File: src/rtl/operand_fetch.sv
// Operand fetch: registered-read RF front end with busy-bit scoreboard and wb_q forwarding.
// Optional OPF_BYPASS_EN: same-cycle writeback bypass into S1 (saves one stall per RAW hit).
module operand_fetch #(
    parameter int XLEN   = 32,
    parameter int NREG   = 32,
    parameter int AW     = 5,
    parameter int CTRL_W = 16
) (
    input  logic              clk,
    input  logic              rst_n,
    input  logic              flush,
    input  logic              in_valid,
    output logic              in_ready,
    input  logic [AW-1:0]     in_rs1,
    input  logic [AW-1:0]     in_rs2,
    input  logic [AW-1:0]     in_rd,
    input  logic              in_wen,
    input  logic [CTRL_W-1:0] in_ctrl,
    output logic [AW-1:0]     rf_rs1Adrs,
    output logic [AW-1:0]     rf_rs2Adrs,
    input  logic [XLEN-1:0]   rf_rs1Data,
    input  logic [XLEN-1:0]   rf_rs2Data,
    input  logic              wb_enable,
    input  logic [AW-1:0]     wb_rdAdrs,
    input  logic [XLEN-1:0]   wb_rdData,
    output logic              out_valid,
    input  logic              out_ready,
    output logic [XLEN-1:0]   out_rs1Val,
    output logic [XLEN-1:0]   out_rs2Val,
    output logic [AW-1:0]     out_rd,
    output logic              out_wen,
    output logic [CTRL_W-1:0] out_ctrl
);

    logic              s1_valid;
    logic [AW-1:0]     s1_rs1, s1_rs2, s1_rd;
    logic              s1_wen;
    logic [CTRL_W-1:0] s1_ctrl;

    logic [NREG-1:0]   busy;
    logic              wbq_en;
    logic [AW-1:0]     wbq_rd;
    logic [XLEN-1:0]   wbq_data;

    logic              byp1, byp2;
    logic              rs1_rdy, rs2_rdy, waw_ok;
    logic              advance, s1_open;
    logic [XLEN-1:0]   rs1_val, rs2_val;

`ifdef OPF_BYPASS_EN
    assign byp1 = wb_enable && (wb_rdAdrs == s1_rs1);
    assign byp2 = wb_enable && (wb_rdAdrs == s1_rs2);
`else
    assign byp1 = 1'b0;
    assign byp2 = 1'b0;
`endif

    function automatic logic [XLEN-1:0] pick_val(
        input logic [AW-1:0]   rs,
        input logic            byp,
        input logic [XLEN-1:0] rf_data,
        input logic [XLEN-1:0] wb_data,
        input logic            q_en,
        input logic [AW-1:0]   q_rd,
        input logic [XLEN-1:0] q_data
    );
        // x0 storage is never reset, so its read data must not leak out
        if (rs == '0)
            pick_val = '0;
        else if (byp)
            pick_val = wb_data;
        else if (q_en && (q_rd == rs))
            pick_val = q_data;
        else
            pick_val = rf_data;
    endfunction

    assign rs1_rdy = (s1_rs1 == '0) || !busy[s1_rs1] || byp1;
    assign rs2_rdy = (s1_rs2 == '0) || !busy[s1_rs2] || byp2;
    assign waw_ok  = !(s1_wen && (s1_rd != '0)) || !busy[s1_rd];

    assign rs1_val = pick_val(s1_rs1, byp1, rf_rs1Data, wb_rdData, wbq_en, wbq_rd, wbq_data);
    assign rs2_val = pick_val(s1_rs2, byp2, rf_rs2Data, wb_rdData, wbq_en, wbq_rd, wbq_data);

    assign advance  = s1_valid && rs1_rdy && rs2_rdy && waw_ok
                      && (!out_valid || out_ready) && !flush;
    assign s1_open  = !s1_valid || advance;
    assign in_ready = !flush && s1_open;

    // A stalled S1 keeps re-reading its own sources so it sees fresh RF contents
    assign rf_rs1Adrs = s1_open ? in_rs1 : s1_rs1;
    assign rf_rs2Adrs = s1_open ? in_rs2 : s1_rs2;

    always_ff @(posedge clk or negedge rst_n) begin
        if (!rst_n) begin
            s1_valid <= 1'b0;
            s1_rs1   <= '0;
            s1_rs2   <= '0;
            s1_rd    <= '0;
            s1_wen   <= 1'b0;
            s1_ctrl  <= '0;
        end else if (flush) begin
            s1_valid <= 1'b0;
        end else if (s1_open) begin
            s1_valid <= in_valid;
            if (in_valid) begin
                s1_rs1  <= in_rs1;
                s1_rs2  <= in_rs2;
                s1_rd   <= in_rd;
                s1_wen  <= in_wen;
                s1_ctrl <= in_ctrl;
            end
        end
    end

    always_ff @(posedge clk or negedge rst_n) begin
        if (!rst_n) begin
            out_valid  <= 1'b0;
            out_rs1Val <= '0;
            out_rs2Val <= '0;
            out_rd     <= '0;
            out_wen    <= 1'b0;
            out_ctrl   <= '0;
        end else if (flush) begin
            out_valid <= 1'b0;
        end else if (advance) begin
            out_valid  <= 1'b1;
            out_rs1Val <= rs1_val;
            out_rs2Val <= rs2_val;
            out_rd     <= s1_rd;
            out_wen    <= s1_wen;
            out_ctrl   <= s1_ctrl;
        end else if (out_ready) begin
            out_valid <= 1'b0;
        end
    end

    // Set is applied after clear so a same-cycle set on the same index wins
    always_ff @(posedge clk or negedge rst_n) begin
        if (!rst_n) begin
            busy <= '0;
        end else if (flush) begin
            busy <= '0;
        end else begin
            if (wb_enable && (wb_rdAdrs != '0))
                busy[wb_rdAdrs] <= 1'b0;
            if (advance && s1_wen && (s1_rd != '0))
                busy[s1_rd] <= 1'b1;
        end
    end

    always_ff @(posedge clk or negedge rst_n) begin
        if (!rst_n) begin
            wbq_en   <= 1'b0;
            wbq_rd   <= '0;
            wbq_data <= '0;
        end else begin
            wbq_en   <= wb_enable;
            wbq_rd   <= wb_rdAdrs;
            wbq_data <= wb_rdData;
        end
    end

endmodule

File: config.mk
export PLATFORM = sky130hd
export DESIGN_NAME = operand_fetch
export DESIGN_NICKNAME = d
export VERILOG_FILES = /design/src/rtl/operand_fetch.sv
export SDC_FILE = /design/constraint.sdc
export NUM_CORES = 1
export LEC_CHECK = 0
export BUFFER_PORTS_ARGS = -buffer_cell sky130_fd_sc_hd__buf_2
export CELL_PAD_IN_SITES_DETAIL_PLACEMENT = 1
export CELL_PAD_IN_SITES_GLOBAL_PLACEMENT = 2
export CORE_ASPECT_RATIO = 1.25
export CORE_UTILIZATION = 31
export DETAILED_ROUTE_END_ITERATION = 16
export GPL_TIMING_DRIVEN = 0
export PLACE_DENSITY_LB_ADDON = 0.1
export SYNTH_ARGS = -nofsm -noshare
export SYNTH_HDL_FRONTEND = slang
export SYNTH_SLANG_ARGS = --single-unit
File: constraint.sdc
create_clock -name clk -period 2.95 [get_ports clk]
set_input_delay 0 -clock clk [delete_from_list [all_inputs] [get_ports clk]]
set_output_delay 0 -clock clk [all_outputs]
set_load 0.03 [all_outputs]
== After elaboration in Yosys (flattened, before gate mapping) ==
Cells that the tools add are included.

* Logic and storage cells: 87
* Bits of input ports: 139
* Flip-flop bits (word level): 190
* Output and inout port bits: 98

* Multiplexer cells: 25
* Reduce and logical (&&, ||, !) cells: 34
* Equal/unequal tests: 2
* $lt $le $gt $ge: 6
* Bitwise operators: 4

{| class="wikitable"
|+ Operators with widths
! kind !! number
|-
| two-way mux 32 bit || 8
|-
| AND 32 bit || 1
|-
| inverter 32 bit || 1
|-
| OR 32 bit || 1
|-
| < comparator 5 x 6 -> 1 bit, second input constant || 4
|-
| binary-select mux 1 bit (select 5 bit) || 3
|-
| logical AND 1 bit || 14
|-
| demux 1 bit (select 5 bit) || 2
|-
| equality test 5 bit || 2
|-
| >= comparator 5 x 1 -> 1 bit, second input constant || 2
|-
| logical NOT 5 bit || 2
|-
| two-way mux 1 bit || 10
|-
| two-way mux 5 bit || 2
|-
| nonzero test 5 bit || 2
|-
| logical NOT 1 bit || 7
|-
| logical OR 1 bit || 5
|-
| AND reduction 3 bit || 1
|-
| nonzero test 3 bit || 1
|-
| AND reduction 2 bit || 1
|-
| nonzero test 2 bit || 1
|-
| inverter 1 bit || 1
|}

== Logic depth before layout (Yosys ltp) ==
* Depth after elaboration: 13
* Depth in mapped cells: 11
* Mapped depth without buffers: 6

== Worst setup path before layout ==
Ideal clock, no wire load.

* Path kind: register to output
* Start: reg s1_rd[0]
* End: out in_ready
* Setup slack: 91 ps
* Data arrival time: 2859 ps
* Buffers on the path: 4
* Required time: 2950 ps
* Stages on the path, launching flop included: 11
* Cell sequence: dfrtp_1 clkbuf_1 buf_2 mux4_2 a22oi_1 nand4_1 a22oi_2 nand4_1 buf_2 buf_1 a21oi_1

* Cells in the longest elaborated chain, start to end: 9
* Elaborated cells on any way between the ends: 12
* Classes of those cells: mux: 2; reduce/logical: 10

{| class="wikitable"
|+ Ends and longest elaborated chain
! what !! RTL line !! RTL
|-
| start: declaration || 36 || <nowiki>logic [AW-1:0] s1_rs1, s1_rs2, s1_rd;</nowiki>
|-
| start signal: assignment || 109 || <nowiki>s1_rd <= in_rd;</nowiki>
|-
| binary-select mux 1 bit (select 5 bit) or nonzero test 5 bit (tied branches) || 80 || <nowiki>assign waw_ok = !(s1_wen && (s1_rd != '0)) || !busy[s1_rd];</nowiki>
|-
| two-way mux 1 bit (not written as such) or logical AND 1 bit (tied branches) || 80 ||
|-
| logical NOT 1 bit || 80 ||
|-
| logical OR 1 bit * || 80 ||
|-
| logical AND 1 bit * || 85 || <nowiki>assign advance = s1_valid && rs1_rdy && rs2_rdy && waw_ok</nowiki>
|-
| logical AND 1 bit * (2 in a row) || 86 || <nowiki>&& (!out_valid || out_ready) && !flush;</nowiki>
|-
| logical OR 1 bit * || 87 || <nowiki>assign s1_open = !s1_valid || advance;</nowiki>
|-
| logical AND 1 bit * || 88 || <nowiki>assign in_ready = !flush && s1_open;</nowiki>
|-
| end: declaration || 13 || <nowiki>output logic in_ready,</nowiki>
|}

Every way passes the cells marked *; elsewhere a longest branch is shown, timed or not. The select of a mux whose other input is x is not followed.

== Final worst setup path ==
* Start: reg s1_rs2[0]
* End: reg out_rd[3]

* Cells in the longest elaborated chain, start to end: 9
* Elaborated cells on any way between the ends: 10
* Classes of those cells: mux: 2; reduce/logical: 8

{| class="wikitable"
|+ Ends and longest elaborated chain
! what !! RTL line !! RTL
|-
| start: declaration || 36 ||
|-
| start signal: assignment || 108 || <nowiki>s1_rs2 <= in_rs2;</nowiki>
|-
| binary-select mux 1 bit (select 5 bit) || 79 || <nowiki>assign rs2_rdy = (s1_rs2 == '0) || !busy[s1_rs2] || byp2;</nowiki>
|-
| two-way mux 1 bit (not written as such) || 79 ||
|-
| logical NOT 1 bit || 79 ||
|-
| logical OR 1 bit * || 79 ||
|-
| logical AND 1 bit * (2 in a row) || 85 ||
|-
| logical AND 1 bit * (2 in a row) || 86 ||
|-
| AND reduction 2 bit (no source line) * || - ||
|-
| end signal: assignment || 130 || <nowiki>out_rd <= s1_rd;</nowiki>
|-
| end: declaration || 30 || <nowiki>output logic [AW-1:0] out_rd,</nowiki>
|}

Marks and branches as above.
A chain may end at the register's enable or synchronous reset.

==> summary.txt <==
Floorplan
  – Core footprint: about 29000 um2
  – Chip height: 194 um
  – Row cnt: 69
  – Die Area: roughly 30000 um2
  – Initial Utilization: 0.318
  – Die W: about 160 um
  – # IOs: about 240

Status
  – Status: finished, violations left
  – Failing checks: negative setup slack

Worst setup path
  – Endpoint required time on the critical path: 3.26 ns
  – Startpoint Class: flop
  – Worst r2r src: s1_rs2[0]$_DFFE_PN0P_
  – Crit Path Class: reg2reg
  – Crit end category: flop
  – CP Max Fanout: 10
  – Worst R2R Path Depth: 11
  – Arrival @ worst endpoint: around 3.5 ns
  – Crit path from: s1_rs2[0]$_DFFE_PN0P_

Power
  – P per Cell Area: slightly above 800 nW/um2
  – Static leakage: around 0.0060 uW
  – IR drop worst, VDD: 0.440 mV
  – Seq pwr share: 0.356
  – Psw: roughly 4400 uW
  – Internal power: 6570 uW
  – Combinational group share of total power: 0.438
  – Sw Share: 0.402
  – Clock power share: 0.206

Route
  – Initial DRC Count: ~240
  – Vias: 7463
  – DRC errors left: 0
  – Final ANT Viol Nets: 0
  – Number of vias per cell: 4.87
  – WL per Instance: roughly 20 um
  – Pre-Repair DR Iteration Count: 4
  – Drt total wl: 31.4 mm

Synth
  – EDFF count, synth: 0
  – Synth Flop Type: dfrtp_1
  – Most frequent cell after synthesis: dfrtp_1
  – Synthesized instance count: 722
  – Syn_nets: approximately 860
  – Synth area leader: dfrtp_1
  – Post-synthesis sequential area ratio: 0.521
  – Synth Warn #: 0
  – Most instantiated cells after synthesis: 190 x dfrtp_1, 129 x mux2_2, 69 x nor2_1, 68 x mux2i_1, 31 x o31ai_1
  – Synth top area share: 0.521
  – Mapped Area: 9120 um2
  – Mean post-synth cell area: about 13 um2
  – Synth area leaders: dfrtp_1 52%, mux2_2 16%, mux2i_1 7.5%
  – Count of cell types in the netlist: 40
  – Flops & latches, synth: 190
  – Post-synth ARST share: 1.00

Clock tree
  – Clock H-tree levels: 4
  – Clock transition at path regs: roughly 0.07 ns
  – CTS tree: yes
  – CTS max path bufs: 2
  – Clock root buffer: clkbuf_16
  – Cts bufs inserted: 17
  – Clock tree sinks: 190
  – Clk_lat worst skew: 0.43 ns

Layout
  – Net count, final: approximately 1.3k
  – Share of layout cells above drive strength 1: 0.431
  – Finished Core Util: 0.474
  – Syn-to-layout area delta: 48.8%
  – Ant. Diodes: 0

Global route
  – Vias in the first global route: around 8.4k
  – Total global routing overflow: 0
  – GRT Util Overall: 0.217
  – First-pass GRT wire length: 49.1 mm
  – Largest net degree at the start of global routing: 113
  – Initial antenna violation count: 0

STA
  – Tcrit/Tclk final: 1.08
  – Actual slew at the worst max-slew pin: just over 1 ns
  – Final min period: 3.20 ns
  – Slew headroom: 0.326
  – Fin. Hold Viols: 0
  – RSZ-0062 raised after global routing: yes
  – Final TNS setup: -19.48 ns
  – Pins over their slew limit: 0
  – Worst setup margin: -0.248 ns
  – Worst Skew: around 0.011 ns
  – Max Fclk: ~310 MHz
  – Setup violations, final: 144

Min path
  – HP Start: wb_rdData[12]
  – Worst min path class: in2reg
  – WHS Path Cells: 2

Placement
  – Gpl congestion: slightly above 0.8
  – Port bufs: 236
  – Dpl hpwl: 21.8 mm
  – Placement Setup Slack: -0.698 ns

Job
  – Maxcap violations: 0
## stage by stage
stage               cell area [um2]  hold slack, ns  total power [uW]  cells
finish                        13600           0.201             11000   1533
global placement              10800           0.107              8190   1348
floorplan                      9120          -0.296              6730    722
global route                  13600           0.186             11500   1533
detailed placement            10900          -0.223              8270   1350
CTS                           13400           0.173             11100   1532
## worst paths after layout
path	slack [ns]	end
max in group asynchronous	1.87	busy[21]$_DFF_PN0_
hold reg to reg	0.50	out_rs1Val[23]$_DFFE_PN0P_
setup reg to reg	-0.25	out_rd[3]$_DFFE_PN0P_
hold / removal	0.20	wbq_data[12]$_DFF_PN0_
setup / recovery	-0.25	out_rd[3]$_DFFE_PN0P_
min in group asynchronous	0.22	s1_ctrl[5]$_DFFE_PN0P_
## sequential cells by signal (all words and copies together) (netlist names)
signal,flops
out_valid,1
out_ctrl,16
s1_rd,5
wbq_rd,5
wbq_data,32
out_wen,1
s1_rs1,5
s1_ctrl,16
s1_wen,1
out_rs1Val,32
wbq_en,1
out_rd,5
s1_valid,1
busy,32
s1_rs2,5
out_rs2Val,32
## per-layer routing
| metal | up-vias | global-route usage | share of wire |
|---|---|---|---|
| met4 | 0 | 0.0828 | 0.030 |
| met5 | - | 0 | 0 |
| li1 | 3414 | - | - |
| met3 | 50 | 0.0481 | 0.043 |
| met1 | 3791 | 0.246 | 0.39 |
| met2 | 208 | 0.392 | 0.53 |
## worst max-delay path, stage by stage (launching register included)
cell	delay, ns
dfrtp_1	0.37
buf_6	0.15
mux4_2	0.51
mux2_4	0.29
a221o_1	0.34
a22oi_2	0.26
buf_4	0.16
nand4_1	0.10
buf_6	0.17
buf_8	0.16
bufbuf_16	0.29
mux2_2	0.26
## power groups by stage
stage | registers [uW] | logic [uW] | clock network (uW)
global route | 4030 | 5110 | 2410
detailed placement | 3900 | 4380 | 0
CTS | 3920 | 4810 | 2340
finish | 3910 | 4810 | 2270
global placement | 3860 | 4330 | 0
floorplan | 5030 | 1700 | 0
## cell usage in the layout, fill, tap and decap left out, types with 4 or more instances in the layout
cell	Yosys	final
a22oi_1	4	4
and3_1	4	4
and3b_1	4	4
buf_12	0	14
buf_2	15	231
buf_4	0	11
buf_6	4	18
buf_8	0	4
clkbuf_1	21	21
clkbuf_16	0	17
dfrtp_1	190	188
dlygate4sd3_1	0	138
inv_1	4	4
mux2_1	4	4
mux2_2	129	118
mux2_4	0	11
mux2i_1	68	68
mux4_2	20	20
nand2_1	27	27
nand3_1	7	7
nand3b_1	22	22
nor2_1	69	69
nor2b_1	23	23
nor3_1	5	4
nor3b_1	8	7
o21ai_0	17	16
o31ai_1	31	9
o31ai_2	0	10
o31ai_4	0	12
xor2_1	8	8
## cell families after synthesis
kind of cell / after synthesis / synth area share
xor+xnor: 10 / 0.00960
mux: 221 / 0.288
simple gates: 178 / 0.0999
flops: 190 / 0.521
buf+inv: 54 / 0.0276
compound gates: 69 / 0.0535
## repair_timing
action / CTS / global route
setup buffers: 13 / 1
hold buffers: 138 / 0
cloned: 2 / 0
hold endpoints to repair: 248 / 0
setup endpoints to repair: 161 / 152
resized for setup: 129 / 24
pin swaps: 4 / 4
## area by class of cell
class                   count  area (um2)
flip-flops and latches    190        4760
clock buffers              24         482
clock inverters             8        81.3
plain buffers              47         437
well taps                 390         488
inverters                   4        15.0
repair buffers            392        2890
fillers                  3063       15100
multi-input cells         478        4420
(Power assumes the default switching activity.)
